--- config.mk ---
export PLATFORM = sky130hd
export DESIGN_NAME = rr_xfer_ctrl
export DESIGN_NICKNAME = d
export VERILOG_FILES = /design/src/rtl/rr_pkg.sv /design/src/rtl/onehot_enc.sv /design/src/rtl/rr_xfer_ctrl.sv
export SDC_FILE = /design/constraint.sdc
export NUM_CORES = 1
export LEC_CHECK = 0
export CAP_MARGIN = 20
export CORE_AREA = 2 2 59 67
export CTS_CLUSTER_SIZE = 24
export DETAILED_ROUTE_END_ITERATION = 6
export DIE_AREA = 0 0 61 69
export GPL_ROUTABILITY_DRIVEN = 0
export HOLD_SLACK_MARGIN = 0.03
export PLACE_DENSITY = 0.76
export SYNTH_ARGS = -nofsm -noshare
export SYNTH_HDL_FRONTEND = slang
export SYNTH_HIERARCHICAL = 1
export SYNTH_SLANG_ARGS = --single-unit
--- constraint.sdc ---
create_clock -name clk -period 2.7 [get_ports clk]
set_input_delay 0.54 -clock clk [delete_from_list [all_inputs] [get_ports clk]]
set_output_delay 0.54 -clock clk [all_outputs]
set_load 0.05 [all_outputs]
--- src/rtl/rr_pkg.sv ---
// Shared types and default sizing for the round-robin burst transfer controller.
package rr_pkg;
  localparam int NREQ_DEF = 4;
  localparam int DW_DEF   = 8;
  localparam int LW_DEF   = 4;

  typedef enum logic [1:0] {
    IDLE = 2'd0,
    LOCK = 2'd1,
    XFER = 2'd2,
    DONE = 2'd3
  } state_e;
endpackage

--- src/rtl/onehot_enc.sv ---
// One-hot to index encoder; ok_o flags an input with exactly one bit set.
module onehot_enc #(
  parameter int N  = 4,
  parameter int IW = (N > 1) ? $clog2(N) : 1
) (
  input  logic [N-1:0]  vec_i,
  output logic [IW-1:0] idx_o,
  output logic          nz_o,
  output logic          ok_o
);
  // OR of set-bit indices: exact whenever the input really is one-hot
  always_comb begin
    idx_o = '0;
    for (int i = 0; i < N; i++)
      if (vec_i[i]) idx_o = idx_o | IW'(i);
  end

  assign nz_o = |vec_i;
  assign ok_o = nz_o && ((vec_i & (vec_i - N'(1))) == '0);
endmodule

--- src/rtl/rr_xfer_ctrl.sv ---
// Locks onto the requester granted by the upstream arbiter and streams its
// burst (len+1 beats) to the sink, with abort on request drop.
module rr_xfer_ctrl
  import rr_pkg::*;
#(
  parameter int NREQ = NREQ_DEF,
  parameter int DW   = DW_DEF,
  parameter int LW   = LW_DEF,
  localparam int SW  = (NREQ > 1) ? $clog2(NREQ) : 1
) (
  input  logic             clk,
  input  logic             rst,
  input  logic [NREQ-1:0]  req,
  input  logic [NREQ-1:0]  grant,
  input  logic [NREQ*DW-1:0] data_in,
  input  logic [NREQ*LW-1:0] len_in,
  input  logic             out_ready,
  output logic             out_valid,
  output logic [DW-1:0]    out_data,
  output logic [SW-1:0]    out_src,
  output logic             out_last,
  output logic [NREQ-1:0]  ack,
  output logic             busy,
  output logic             done,
  output logic             abort,
  output logic             grant_err
);
  state_e        state_q, state_d;
  logic [SW-1:0] src_q, src_d;
  logic [LW-1:0] cnt_q, cnt_d;

  logic [NREQ-1:0][DW-1:0] data_arr;
  logic [NREQ-1:0][LW-1:0] len_arr;
  assign data_arr = data_in;
  assign len_arr  = len_in;

  logic [SW-1:0] g_idx;
  logic          g_nz, g_ok;

  onehot_enc #(.N(NREQ), .IW(SW)) u_gdec (
    .vec_i (grant),
    .idx_o (g_idx),
    .nz_o  (g_nz),
    .ok_o  (g_ok)
  );

  logic req_src, in_burst, beat;
  assign req_src  = req[src_q];
  assign in_burst = (state_q == LOCK) || (state_q == XFER);

  // Outputs are gated by rst so they read zero during the reset cycle itself
  assign abort     = !rst && in_burst && !req_src;
  assign out_valid = !rst && (state_q == XFER) && req_src;
  assign beat      = out_valid && out_ready;
  assign out_last  = out_valid && (cnt_q == '0);
  assign out_data  = out_valid ? data_arr[src_q] : '0;
  assign out_src   = out_valid ? src_q : '0;
  assign busy      = !rst && (state_q != IDLE);
  assign done      = !rst && (state_q == DONE);
  assign grant_err = !rst && (state_q == IDLE) && g_nz && !g_ok;

  for (genvar i = 0; i < NREQ; i++) begin : g_ack
    assign ack[i] = beat && (src_q == SW'(i));
  end

  always_comb begin
    state_d = state_q;
    src_d   = src_q;
    cnt_d   = cnt_q;
    case (state_q)
      IDLE: if (g_ok && req[g_idx]) begin
        state_d = LOCK;
        src_d   = g_idx;
        cnt_d   = len_arr[g_idx];
      end
      LOCK: state_d = req_src ? XFER : IDLE;
      XFER: begin
        if (!req_src)              state_d = IDLE;
        else if (beat && cnt_q == '0) state_d = DONE;
        else if (beat)             cnt_d   = cnt_q - LW'(1);
      end
      DONE:    state_d = IDLE;
      default: state_d = IDLE;
    endcase
  end

  always_ff @(posedge clk) begin
    if (rst) begin
      state_q <= IDLE;
      src_q   <= '0;
      cnt_q   <= '0;
    end else begin
      state_q <= state_d;
      src_q   <= src_d;
      cnt_q   <= cnt_d;
    end
  end
endmodule

# Word-level counts from Yosys, hierarchy flattened
# Cells that the tools add are included.
[totals]
inputBits = 59
out_inout_bits = 20
elab_cells = 74
ff_bits = 8
[op_classes]
n_reduce_logical = 32
eq_ne = 11
add_sub_neg = 2
n_bitwise = 1
magnitude_cmp = 2
n_mux = 23
[ops]
columns = ["operator", "n"]
rows = [
  ["4-bit two-way mux", 5],
  ["1-bit logical AND", 18],
  ["8-bit binary-select mux with 2-bit select", 1],
  ["8-bit two-way mux", 2],
  ["2-bit two-way mux", 7],
  ["4-bit binary-select mux with 2-bit select", 1],
  ["2-bit == test, second input constant", 4],
  ["4-bit zero test", 2],
  ["2-bit one-hot mux with 4 select lines", 1],
  ["4-bit one-hot mux with 2 select lines", 1],
  ["4-bit by 1-bit subtractor with 4-bit output, second input constant", 2],
  ["2-bit by 3-bit < comparator with 1-bit output, second input constant", 2],
  ["2-bit != test, second input constant", 3],
  ["5-bit AND reduction", 1],
  ["4-bit AND", 1],
  ["1-bit binary-select mux with 2-bit select", 2],
  ["2-bit by 1-bit == test with 1-bit output, second input constant", 2],
  ["2-bit zero test", 2],
  ["2-bit AND reduction", 2],
  ["2-bit nonzero test", 2],
  ["4-bit OR reduction", 1],
  ["1-bit zero test", 3],
  ["1-bit two-way mux", 3],
  ["3-bit by 2-bit != test with 1-bit output, second input constant", 1],
  ["other kinds (2)", 2],
]

# Depth between registers and ports, before layout
# Gate-level depths: netlist of the first run.
[depth]
ltp_word = 8
mapped_depth = 7
mapped_depth_nobuf = 6

# Hierarchy
# Netlist of the first run, hierarchy kept.
[modules_own_cells]
columns = ["module", "cells_each", "area_per_inst_um2", "seq_area_each_um2", "instances"]
rows = [
  ["rr_xfer_ctrl", 118, 1133.6, 160.2, 1],
  ["onehot_enc", 8, 57.6, 0.0, 1],
]

# Worst setup path after synthesis of the first run
# OpenSTA, ideal clock, no wires.
[synth_path]
kind = "input-to-output"
start = "in grant[2]"
end = "out grant_err"
setup_slack_ns = -0.397
path_buffers = 0
t_arrival_ns = 2.557
required_ns = 2.160
cell_stages = 3
cell_sequence = "xor2_1 -> a211o_1 -> nor4bb_1"
[synth_via]
elab_chain_len = 6
elab_cells_between_ends = 8
cone_classes = "add/sub (1); bitwise (1); reduce/logical (6)"
[synth_rtl]
columns = ["element", "line", "text"]
rows = [
  ["start: declaration", "rr_xfer_ctrl.sv:14", "input logic [NREQ-1:0] grant,"],
  ["4-bit by 1-bit subtractor with 4-bit output", "onehot_enc.sv:19", "assign ok_o = nz_o && ((vec_i & (vec_i - N'(1))) == '0);"],
  ["4-bit AND", "onehot_enc.sv:19", ""],
  ["4-bit zero test", "onehot_enc.sv:19", ""],
  ["1-bit logical AND (*)", "onehot_enc.sv:19", ""],
  ["named net g_ok", "rr_xfer_ctrl.sv:38", "logic g_nz, g_ok;"],
  ["1-bit zero test (*)", "rr_xfer_ctrl.sv:60", "assign grant_err = !rst && (state_q == IDLE) && g_nz && !g_ok;"],
  ["1-bit logical AND (*)", "rr_xfer_ctrl.sv:60", ""],
  ["end: declaration", "rr_xfer_ctrl.sv:26", "output logic grant_err"],
]
# The timed path passes the listed nets; every way through them passes the cells marked *.

# Worst setup path after layout of the first run
[layout_path]
start = "in req[3]"
end = "out out_data[7]"
[layout_via]
elab_chain_len = 4
[layout_rtl]
columns = ["element", "line", "text"]
rows = [
  ["start: declaration", "rr_xfer_ctrl.sv:13", "input logic [NREQ-1:0] req,"],
  ["1-bit binary-select mux with 2-bit select", "rr_xfer_ctrl.sv:48", "assign req_src = req[src_q];"],
  ["1-bit two-way mux (not written as such)", "rr_xfer_ctrl.sv:48", ""],
  ["1-bit logical AND", "rr_xfer_ctrl.sv:53", "assign out_valid = !rst && (state_q == XFER) && req_src;"],
  ["8-bit two-way mux", "rr_xfer_ctrl.sv:56", "assign out_data = out_valid ? data_arr[src_q] : '0;"],
  ["end: declaration", "rr_xfer_ctrl.sv:19", "output logic [DW-1:0] out_data,"],
]
# Every way passes these cells. The select of a mux whose other input is x is not followed.

==> report_table.html, run 1 <==
<table>
<tr><th>Metric</th><th>Value</th></tr>
<tr><th colspan="2">STA</th></tr>
<tr><td>Time the worst path needs with I/O delays and setup</td><td>between 2000 and 3000 ps</td></tr>
<tr><td>Slew HR</td><td>around 68%</td></tr>
<tr><td>Final Cycle Share</td><td>between 90% and 100%</td></tr>
<tr><td>Final setup skew</td><td>approximately 1.4 ps</td></tr>
<tr><td>Max Clock Freq</td><td>roughly 370 MHz</td></tr>
<tr><td>Final hold viol count</td><td>0</td></tr>
<tr><td>Fin Hold WS</td><td>roughly 480 ps</td></tr>
<tr><td>Count of pins over their slew limit</td><td>0</td></tr>
<tr><td>Unrepaired setup endpoints after global routing</td><td>true</td></tr>
<tr><td>Pin slew with the least headroom to its limit</td><td>roughly 480 ps</td></tr>
<tr><td>Final-report setup violation count</td><td>0</td></tr>
<tr><th colspan="2">Clock tree</th></tr>
<tr><td>Max Buffers Root-to-Sink</td><td>2</td></tr>
<tr><td>Clock sink count</td><td>8</td></tr>
<tr><td>Clock Root Buffer</td><td>sky130_fd_sc_hd__clkbuf_8</td></tr>
<tr><td>Clock-pin slew of the registers on the worst-case setup and hold paths</td><td>about 40 ps</td></tr>
<tr><td>Number of buffers inserted by post-CTS setup repair</td><td>0</td></tr>
<tr><td>Number of levels in the clock H-tree</td><td>1</td></tr>
<tr><td>Clk_lat worst skew</td><td>about 230 ps</td></tr>
<tr><td>CTS buffer count</td><td>3</td></tr>
<tr><td>Cts hold-fix bufs</td><td>0</td></tr>
<tr><td>CTS tree</td><td>yes</td></tr>
<tr><th colspan="2">Setup path</th></tr>
<tr><td>Kind of capture point of the worst setup path</td><td>output pin</td></tr>
<tr><td>Critical path data arrival time</td><td>roughly 2100 ps</td></tr>
<tr><td>Crit start category</td><td>input port</td></tr>
<tr><td>Crit-path max FO</td><td>5</td></tr>
<tr><td>Data required time of the worst path</td><td>between 2000 and 2500 ps</td></tr>
<tr><td>Critical path type</td><td>input port to output pin</td></tr>
<tr><th colspan="2">Global routing</th></tr>
<tr><td>Congestion Overflow GR</td><td>0</td></tr>
<tr><td>Number of antenna violations at the first check in global routing</td><td>0</td></tr>
<tr><td>Combined global-route utilization of all metal layers</td><td>~20%</td></tr>
<tr><td>GR peak layer</td><td>met2</td></tr>
<tr><td>M2 GR Usage</td><td>36.4%</td></tr>
<tr><td>GRT met3 Usage</td><td>under 10%</td></tr>
<tr><td>Pin count of the biggest net entering global routing</td><td>16</td></tr>
<tr><td>Wire length of the first global-routing pass</td><td>roughly 6500 µm</td></tr>
<tr><td>Global routing met1 resource utilization</td><td>21.4%</td></tr>
<tr><td>Vias in the first global route</td><td>approximately 1,500</td></tr>
<tr><th colspan="2">Route</th></tr>
<tr><td>Routed length per instance</td><td>15.2 µm</td></tr>
<tr><td>Via-per-instance ratio</td><td>about 5.3</td></tr>
<tr><td>Remaining design rule violation count</td><td>0</td></tr>
<tr><td>Final wirelength</td><td>a little over 4000 µm</td></tr>
<tr><td>Remaining antenna violation count after routing</td><td>0</td></tr>
<tr><td>Number of vias after detailed routing</td><td>~1,400</td></tr>
<tr><td>Number of DRC markers after the initial detailed-route iteration</td><td>60</td></tr>
<tr><td>Detailed Routing Iterations Pass 1</td><td>4</td></tr>
<tr><th colspan="2">Job</th></tr>
<tr><td># Max-Cap Violations</td><td>0</td></tr>
<tr><th colspan="2">Synthesis</th></tr>
<tr><td>Fraction of synthesized cell area taken by the top area cell type</td><td>between 10% and 20%</td></tr>
<tr><td>Commonest register cell after synthesis</td><td>sky130_fd_sc_hd__dfxtp_1</td></tr>
<tr><td>Main combinational cell family by area after synthesis</td><td>multiplexers</td></tr>
<tr><td>Top post-synthesis cells by count</td><td>10 x sky130_fd_sc_hd__and2_1, 10 x sky130_fd_sc_hd__mux4_2, 9 x sky130_fd_sc_hd__nor2_1</td></tr>
<tr><td>Post-synthesis mux area share</td><td>around a third</td></tr>
<tr><td>Fraction of the mapped netlist area in compound gates</td><td>13.2%</td></tr>
<tr><td>Distinct cell type count of the synthesized netlist</td><td>44</td></tr>
<tr><td>Proportion of synthesized flip-flops having asynchronous set or reset</td><td>0%</td></tr>
<tr><td>Post-synth net total</td><td>192</td></tr>
<tr><td>Per-instance average area after synthesis</td><td>~9.5 µm²</td></tr>
<tr><td>Post-Syn Area</td><td>0.00119 mm²</td></tr>
<tr><td>Parity-gate share of the synthesized area counting xor and xnor cells</td><td>0.735%</td></tr>
<tr><td>Simple-Gate Fraction of Synth Area</td><td>about a quarter</td></tr>
<tr><td>FF+latch count, synth</td><td>8</td></tr>
<tr><td>Number of enable flip-flop cells after synthesis</td><td>0</td></tr>
<tr><td>Post-Synth Adder-Cell Area</td><td>under 10%</td></tr>
<tr><td>Most area-consuming cells after synthesis</td><td>sky130_fd_sc_hd__mux4_2 19%, sky130_fd_sc_hd__dfxtp_1 13%, sky130_fd_sc_hd__mux4_1 8.8%, sky130_fd_sc_hd__ha_1 7.4%, sky130_fd_sc_hd__and2_1 5.3%</td></tr>
<tr><td>Number of instances in the synthesized netlist</td><td>roughly 130</td></tr>
<tr><td>Synth area leader</td><td>sky130_fd_sc_hd__mux4_2</td></tr>
<tr><td>Share of the yosys chip area belonging to registers</td><td>a little over an eighth</td></tr>
<tr><td>Syn. warnings</td><td>6</td></tr>
<tr><th colspan="2">Die</th></tr>
<tr><td>Die X</td><td>61 µm</td></tr>
<tr><td>Initial core utilization</td><td>33.7%</td></tr>
<tr><td># rows</td><td>23</td></tr>
<tr><td>Chip height</td><td>69 µm</td></tr>
<tr><td>Area of the core</td><td>about 0.0035 mm²</td></tr>
<tr><td>Die area</td><td>approximately 0.0042 mm²</td></tr>
<tr><td>Count of boundary I/O pins</td><td>79</td></tr>
<tr><th colspan="2">Pwr</th></tr>
<tr><td>Leakage power total</td><td>~0.94 nW</td></tr>
<tr><td>Pwr per Cell Area</td><td>around 250 mW/mm²</td></tr>
<tr><td>Worst ir drop on vdd</td><td>0.239 mV</td></tr>
<tr><th colspan="2">Place</th></tr>
<tr><td>Post-detailed-placement half-perimeter wirelength</td><td>roughly 3400 µm</td></tr>
<tr><td>Cells after DPL</td><td>approximately 260</td></tr>
<tr><td>Count of buffers inserted at the top-level ports</td><td>between 70 and 80</td></tr>
<tr><th colspan="2">Finish</th></tr>
<tr><td>Final layout net count</td><td>between 200 and 300</td></tr>
<tr><td>Layout Area Growth over Synthesis</td><td>102%</td></tr>
<tr><td>Share of cells above drive strength 1</td><td>a little under a third</td></tr>
<tr><td>Number of filler instances in the final layout</td><td>between 200 and 300</td></tr>
<tr><td>Non-filler instance count after layout</td><td>~270</td></tr>
<tr><td>Number of antenna cells inserted</td><td>0</td></tr>
<tr><th colspan="2">Run status</th></tr>
<tr><td>Status</td><td>completed</td></tr>
<tr><th colspan="2">Hold path</th></tr>
<tr><td>Hold WC Path Type</td><td>flip-flop to flip-flop</td></tr>
</table>
[worst max-delay path: stages]
cell                              delay (ps)
sky130_fd_sc_hd__clkdlybuf4s50_1         420
sky130_fd_sc_hd__mux4_2                  500
sky130_fd_sc_hd__and3_4                  210
sky130_fd_sc_hd__buf_4                   150
sky130_fd_sc_hd__and2_1                  160
sky130_fd_sc_hd__buf_12                  150
[report_power, final]
group / total (mW) / internal, mW / leakage [nW] / switching (mW)
clock: 0.144 / 0.0966 / 0.0216 / 0.0472
combinational: 0.322 / 0.196 / 0.855 / 0.126
sequential: 0.135 / 0.128 / 0.0651 / 0.00693
total: 0.601 / 0.420 / 0.942 / 0.180
[layer usage]
metal | vias up | share of wire, %
li1 | 664 | -
met1 | 652 | 37
met2 | 88 | 50
met3 | 6 | 11
met4 | 0 | 1.4
met5 | - | 0
[kinds of logic after synthesis]
family,after synthesis
xor+xnor,1
buf+inv,17
simple gates,52
mux,20
flops,8
fa+ha+maj,7
compound gates,21
[final cells by class]
type                            instances  area, µm²  area share (%)
Multi-Input combinational cell        101        991            41.3
Sequential cell                         8        160            6.67
Timing Repair Buffer                   96       1120            46.5
Tap cell                               50       62.6            2.61
Clock buffer                            3       41.3            1.72
Inverter                                8       30.0            1.25
[state kept, by name, summed over array words and instances (netlist names)]
register	cells
cnt_q	4
src_q	2
state_q	2
[worst paths after layout]
path	slack, ps	end	start	depth (start not counted)
setup / recovery	30	out_data[7]	req[3]	6
hold / removal	480	cnt_q[3]	cnt_q[3]	2
setup reg to reg	570	cnt_q[0]	state_q[0]	6
hold reg to reg	480	cnt_q[3]	cnt_q[3]	2
[timing repair]
action,CTS,global route
pin swaps,1,0
endpoints found under the hold margin,0,0
resized for setup,3,9
endpoints found under the setup margin,10,11
[cells in the final DEF, fill, tap and decap left out, types with 4 or more instances in the layout]
master                            instances
sky130_fd_sc_hd__clkdlybuf4s50_1         58
sky130_fd_sc_hd__buf_12                  20
sky130_fd_sc_hd__buf_4                   18
sky130_fd_sc_hd__mux4_2                  10
sky130_fd_sc_hd__nor2_1                   9
sky130_fd_sc_hd__inv_1                    8
sky130_fd_sc_hd__dfxtp_1                  8
sky130_fd_sc_hd__and2_4                   7
sky130_fd_sc_hd__ha_1                     7
sky130_fd_sc_hd__nor3_1                   6
sky130_fd_sc_hd__nand2_1                  5
sky130_fd_sc_hd__mux2i_1                  4
sky130_fd_sc_hd__mux4_1                   4
[stage by stage]
step           setup WS (ps)  total power, mW  setup TNS [ps]  util, %  cell area [µm²]
2_1_floorplan          0.185            0.297               0        -             1200
3_3_place_gp            7.81            0.440               0     65.7             2320
3_5_place_dp           -84.6            0.452            -297     65.7             2320
4_1_cts                 11.7            0.605               0     67.2             2380
5_1_grt                -14.4            0.633           -28.8     67.8             2400
6_report                31.2            0.601               0     67.8             2400
Note: power is estimated with default switching activity, not from simulation.
==> inputs of run 2 (changes only) <==
--- a/config.mk
+++ b/config.mk
@@ -5,13 +5,12 @@
 export SDC_FILE = /design/constraint.sdc
 export NUM_CORES = 1
 export LEC_CHECK = 0
-export CAP_MARGIN = 20
 export CORE_AREA = 2 2 59 67
 export CTS_CLUSTER_SIZE = 24
 export DETAILED_ROUTE_END_ITERATION = 6
 export DIE_AREA = 0 0 61 69
 export GPL_ROUTABILITY_DRIVEN = 0
-export HOLD_SLACK_MARGIN = 0.03
+export HOLD_SLACK_MARGIN = 0.05
 export PLACE_DENSITY = 0.76
 export SYNTH_ARGS = -nofsm -noshare
 export SYNTH_HDL_FRONTEND = slang
==> results of run 2 <==
Same layout as run 1: the final DEF is identical, and so are final timing and power.
==> inputs of run 3 (changes only) <==
--- a/config.mk
+++ b/config.mk
@@ -16,3 +16,4 @@
 export SYNTH_HDL_FRONTEND = slang
 export SYNTH_HIERARCHICAL = 1
 export SYNTH_SLANG_ARGS = --single-unit
+export TNS_END_PERCENT = 30
==> run 3 against run 2 <==
Clock skew barely moved. Critical endpoint is now cnt_q[0]. Register-to-register slack is essentially flat. Largest power group unchanged. Die area did not move.
==> report_table.html, run 3 (synthesized netlist as in run 1, its figures left out) <==
<table>
<tr><th>Metric</th><th>Value</th></tr>
<tr><th colspan="2">Clock tree</th></tr>
<tr><td>Cts hold-fix bufs</td><td>0 (unchanged)</td></tr>
<tr><td>Max Buffers Root-to-Sink</td><td>2 (unchanged)</td></tr>
<tr><td>Clock Root Buffer</td><td>sky130_fd_sc_hd__clkbuf_8 (unchanged)</td></tr>
<tr><td>CTS tree</td><td>yes (unchanged)</td></tr>
<tr><td>Number of levels in the clock H-tree</td><td>1 (unchanged)</td></tr>
<tr><td>Clk_lat worst skew</td><td>230 ps (about the same)</td></tr>
<tr><td>Clock-pin slew of the registers on the worst-case setup and hold paths</td><td>40 ps (about the same)</td></tr>
<tr><td>Number of buffers inserted by post-CTS setup repair</td><td>0 (unchanged)</td></tr>
<tr><td>CTS buffer count</td><td>3 (unchanged)</td></tr>
<tr><td>Clock sink count</td><td>8 (unchanged)</td></tr>
<tr><th colspan="2">Pwr</th></tr>
<tr><td>Worst ir drop on vdd</td><td>0.192 mV (was 0.239 mV)</td></tr>
<tr><td>Design Power</td><td>0.616 mW (was 0.601 mW)</td></tr>
<tr><td>Pwr per Cell Area</td><td>256 mW/mm² (was 250 mW/mm²)</td></tr>
<tr><td>Leakage power total</td><td>0.954 nW (was 0.942 nW)</td></tr>
<tr><th colspan="2">Place</th></tr>
<tr><td>Post-detailed-placement half-perimeter wirelength</td><td>3450 µm (was 3430 µm)</td></tr>
<tr><td>Cells after DPL</td><td>262 (was 263)</td></tr>
<tr><td>Count of buffers inserted at the top-level ports</td><td>78 (unchanged)</td></tr>
<tr><td>Placed cell areas</td><td>0.00231 mm² (was 0.00232 mm²)</td></tr>
<tr><th colspan="2">Setup path</th></tr>
<tr><td>Critical path data arrival time</td><td>2820 ps (was 2130 ps)</td></tr>
<tr><td>Crit-path max FO</td><td>4 (was 5)</td></tr>
<tr><td>Crit start category</td><td>input port (unchanged)</td></tr>
<tr><td>Data required time of the worst path</td><td>2880 ps (was 2160 ps)</td></tr>
<tr><td>Kind of capture point of the worst setup path</td><td>flip-flop (was output pin)</td></tr>
<tr><td>Critical path type</td><td>input port to flip-flop (was input port to output pin)</td></tr>
<tr><th colspan="2">STA</th></tr>
<tr><td>Unrepaired setup endpoints after global routing</td><td>false (was true)</td></tr>
<tr><td>Fin Hold WS</td><td>494 ps (was 485 ps)</td></tr>
<tr><td>Final setup skew</td><td>1.14 ps (was 1.42 ps)</td></tr>
<tr><td>Max Clock Freq</td><td>378 MHz (was 375 MHz)</td></tr>
<tr><td>Final hold viol count</td><td>0 (unchanged)</td></tr>
<tr><td>Slew HR</td><td>64.5% (was 67.8%)</td></tr>
<tr><td>Final setup TNS</td><td>0 ps (unchanged)</td></tr>
<tr><td>Count of pins over their slew limit</td><td>0 (unchanged)</td></tr>
<tr><td>Final Cycle Share</td><td>97.9% (was 98.8%)</td></tr>
<tr><td>Final-report setup violation count</td><td>0 (unchanged)</td></tr>
<tr><td>Pin slew with the least headroom to its limit</td><td>530 ps (was 481 ps)</td></tr>
<tr><td>Time the worst path needs with I/O delays and setup</td><td>2640 ps (was 2670 ps)</td></tr>
<tr><th colspan="2">Die</th></tr>
<tr><td>Area of the core</td><td>0.00354 mm² (unchanged)</td></tr>
<tr><td>Chip height</td><td>69 µm (unchanged)</td></tr>
<tr><td>Count of boundary I/O pins</td><td>79 (unchanged)</td></tr>
<tr><td># rows</td><td>23 (unchanged)</td></tr>
<tr><td>Initial core utilization</td><td>33.7% (unchanged)</td></tr>
<tr><td>Die area</td><td>0.00421 mm² (unchanged)</td></tr>
<tr><td>Die X</td><td>61 µm (unchanged)</td></tr>
<tr><th colspan="2">Global routing</th></tr>
<tr><td>Number of antenna violations at the first check in global routing</td><td>0 (unchanged)</td></tr>
<tr><td>Combined global-route utilization of all metal layers</td><td>20.5% (was 20.0%)</td></tr>
<tr><td>Wire length of the first global-routing pass</td><td>6570 µm (was 6510 µm)</td></tr>
<tr><td>Vias in the first global route</td><td>1,464 (was 1,492)</td></tr>
<tr><td>Pin count of the biggest net entering global routing</td><td>16 (unchanged)</td></tr>
<tr><td>Congestion Overflow GR</td><td>0 (unchanged)</td></tr>
<tr><th colspan="2">Finish</th></tr>
<tr><td>Layout Area Growth over Synthesis</td><td>102% (about the same)</td></tr>
<tr><td>Register with the highest flop count</td><td>cnt_q (unchanged)</td></tr>
<tr><td>Number of filler instances in the final layout</td><td>272 (was 276)</td></tr>
<tr><td>Share of cells above drive strength 1</td><td>30.7% (was 31.9%)</td></tr>
<tr><td>Commonest non-fill, non-tap cells in the layout</td><td>56 x sky130_fd_sc_hd__clkdlybuf4s50_1, 20 x sky130_fd_sc_hd__buf_12, 17 x sky130_fd_sc_hd__buf_4 (was 58 x sky130_fd_sc_hd__clkdlybuf4s50_1, 20 x sky130_fd_sc_hd__buf_12, 18 x sky130_fd_sc_hd__buf_4)</td></tr>
<tr><td>Flip-flop count of the largest register, all copies and words added</td><td>4 (unchanged)</td></tr>
<tr><td>Final layout net count</td><td>283 (was 284)</td></tr>
<tr><td>Non-filler instance count after layout</td><td>265 (was 266)</td></tr>
<tr><td>Registers with the most flip-flops</td><td>cnt_q (4), src_q (2), state_q (2) (unchanged)</td></tr>
<tr><td>Most frequent standard cell in the layout excluding fill and tap cells</td><td>sky130_fd_sc_hd__clkdlybuf4s50_1 (unchanged)</td></tr>
<tr><td>Number of antenna cells inserted</td><td>0 (unchanged)</td></tr>
<tr><td>Post-route cell area</td><td>0.00241 mm² (was 0.00240 mm²)</td></tr>
<tr><th colspan="2">Run status</th></tr>
<tr><td>Status</td><td>completed (unchanged)</td></tr>
<tr><th colspan="2">Route</th></tr>
<tr><td>Routed length per instance</td><td>16.7 µm (was 15.2 µm)</td></tr>
<tr><td>Remaining antenna violation count after routing</td><td>0 (unchanged)</td></tr>
<tr><td>Final wirelength</td><td>4410 µm (was 4060 µm)</td></tr>
<tr><td>Number of vias after detailed routing</td><td>1,439 (was 1,410)</td></tr>
<tr><td>Remaining design rule violation count</td><td>0 (unchanged)</td></tr>
<tr><td>Via-per-instance ratio</td><td>5.43 (was 5.30)</td></tr>
<tr><td>Number of DRC markers after the initial detailed-route iteration</td><td>68 (was 60)</td></tr>
<tr><td>Detailed Routing Iterations Pass 1</td><td>4 (unchanged)</td></tr>
<tr><th colspan="2">Job</th></tr>
<tr><td># Max-Cap Violations</td><td>0 (unchanged)</td></tr>
<tr><th colspan="2">Hold path</th></tr>
<tr><td>Hold WC Path Type</td><td>flip-flop to flip-flop (unchanged)</td></tr>
</table>
==> run 3: changes by cell type in the layout (fill, tap and decap cells not counted), sizes merged <==
cell	change
clkdlybuf4s50	-2
dlymetal6s2s	+2
buf	-1
==> run 3: metrics by stage <==
stage	worst slack [ps]	utilization, %
after floorplan	-56.2	-
after global placement	-13.0	65.3
after detailed placement	-248	65.3
after CTS	1.37	66.8
after global routing	5.98	68.0
final	56.9	68.0
==> run 3: layer usage <==
| layer | routed length [µm] | share of wire, % | track usage (%) |
|---|---|---|---|
| met3 | 487 | 11 | 4.88 |
| met1 | 1660 | 38 | 22.3 |
| met5 | 0 | 0 | 0 |
| met4 | 88 | 2.0 | 8.94 |
| met2 | 2180 | 49 | 36.0 |
==> run 3: critical path, stage by stage <==
cell,delay [ps]
sky130_fd_sc_hd__clkdlybuf4s50_1,530
sky130_fd_sc_hd__nor4b_2,250
sky130_fd_sc_hd__a211o_1,260
sky130_fd_sc_hd__nand3_1,150
sky130_fd_sc_hd__o221a_1,300
sky130_fd_sc_hd__buf_4,170
sky130_fd_sc_hd__o41ai_1,390
sky130_fd_sc_hd__o311a_1,230
==> run 3: path summary, 6_finish.rpt <==
| kind | from | end | slack, ps | cells past startpoint |
|---|---|---|---|---|
| setup reg to reg | state_q[0] | cnt_q[0] | 570 | 6 |
| hold reg to reg | cnt_q[3] | cnt_q[3] | 490 | 2 |
| setup / recovery | grant[1] | cnt_q[0] | 60 | 8 |
| hold / removal | cnt_q[3] | cnt_q[3] | 490 | 2 |
==> run 3: repair_timing <==
action / CTS / global route
resized for setup: 3 / 10
pin swaps: 0 / 2
endpoints found under the setup margin: 8 / 13
==> run 3: report_power, final <==
group          switching, mW  total, mW  internal, mW
registers            0.00720      0.135         0.128
logic                  0.134      0.332         0.198
clock network         0.0522      0.149        0.0970
==> run 3: area by class of cell <==
type | instances | area [µm²] | area share [%]
timing repair buffer | 95 | 1110 | 46.2
tap | 50 | 62.6 | 2.60
multi-input combinational | 101 | 1000 | 41.6
inverter | 8 | 30.0 | 1.25
clock buffer | 3 | 41.3 | 1.71
sequential | 8 | 160 | 6.65
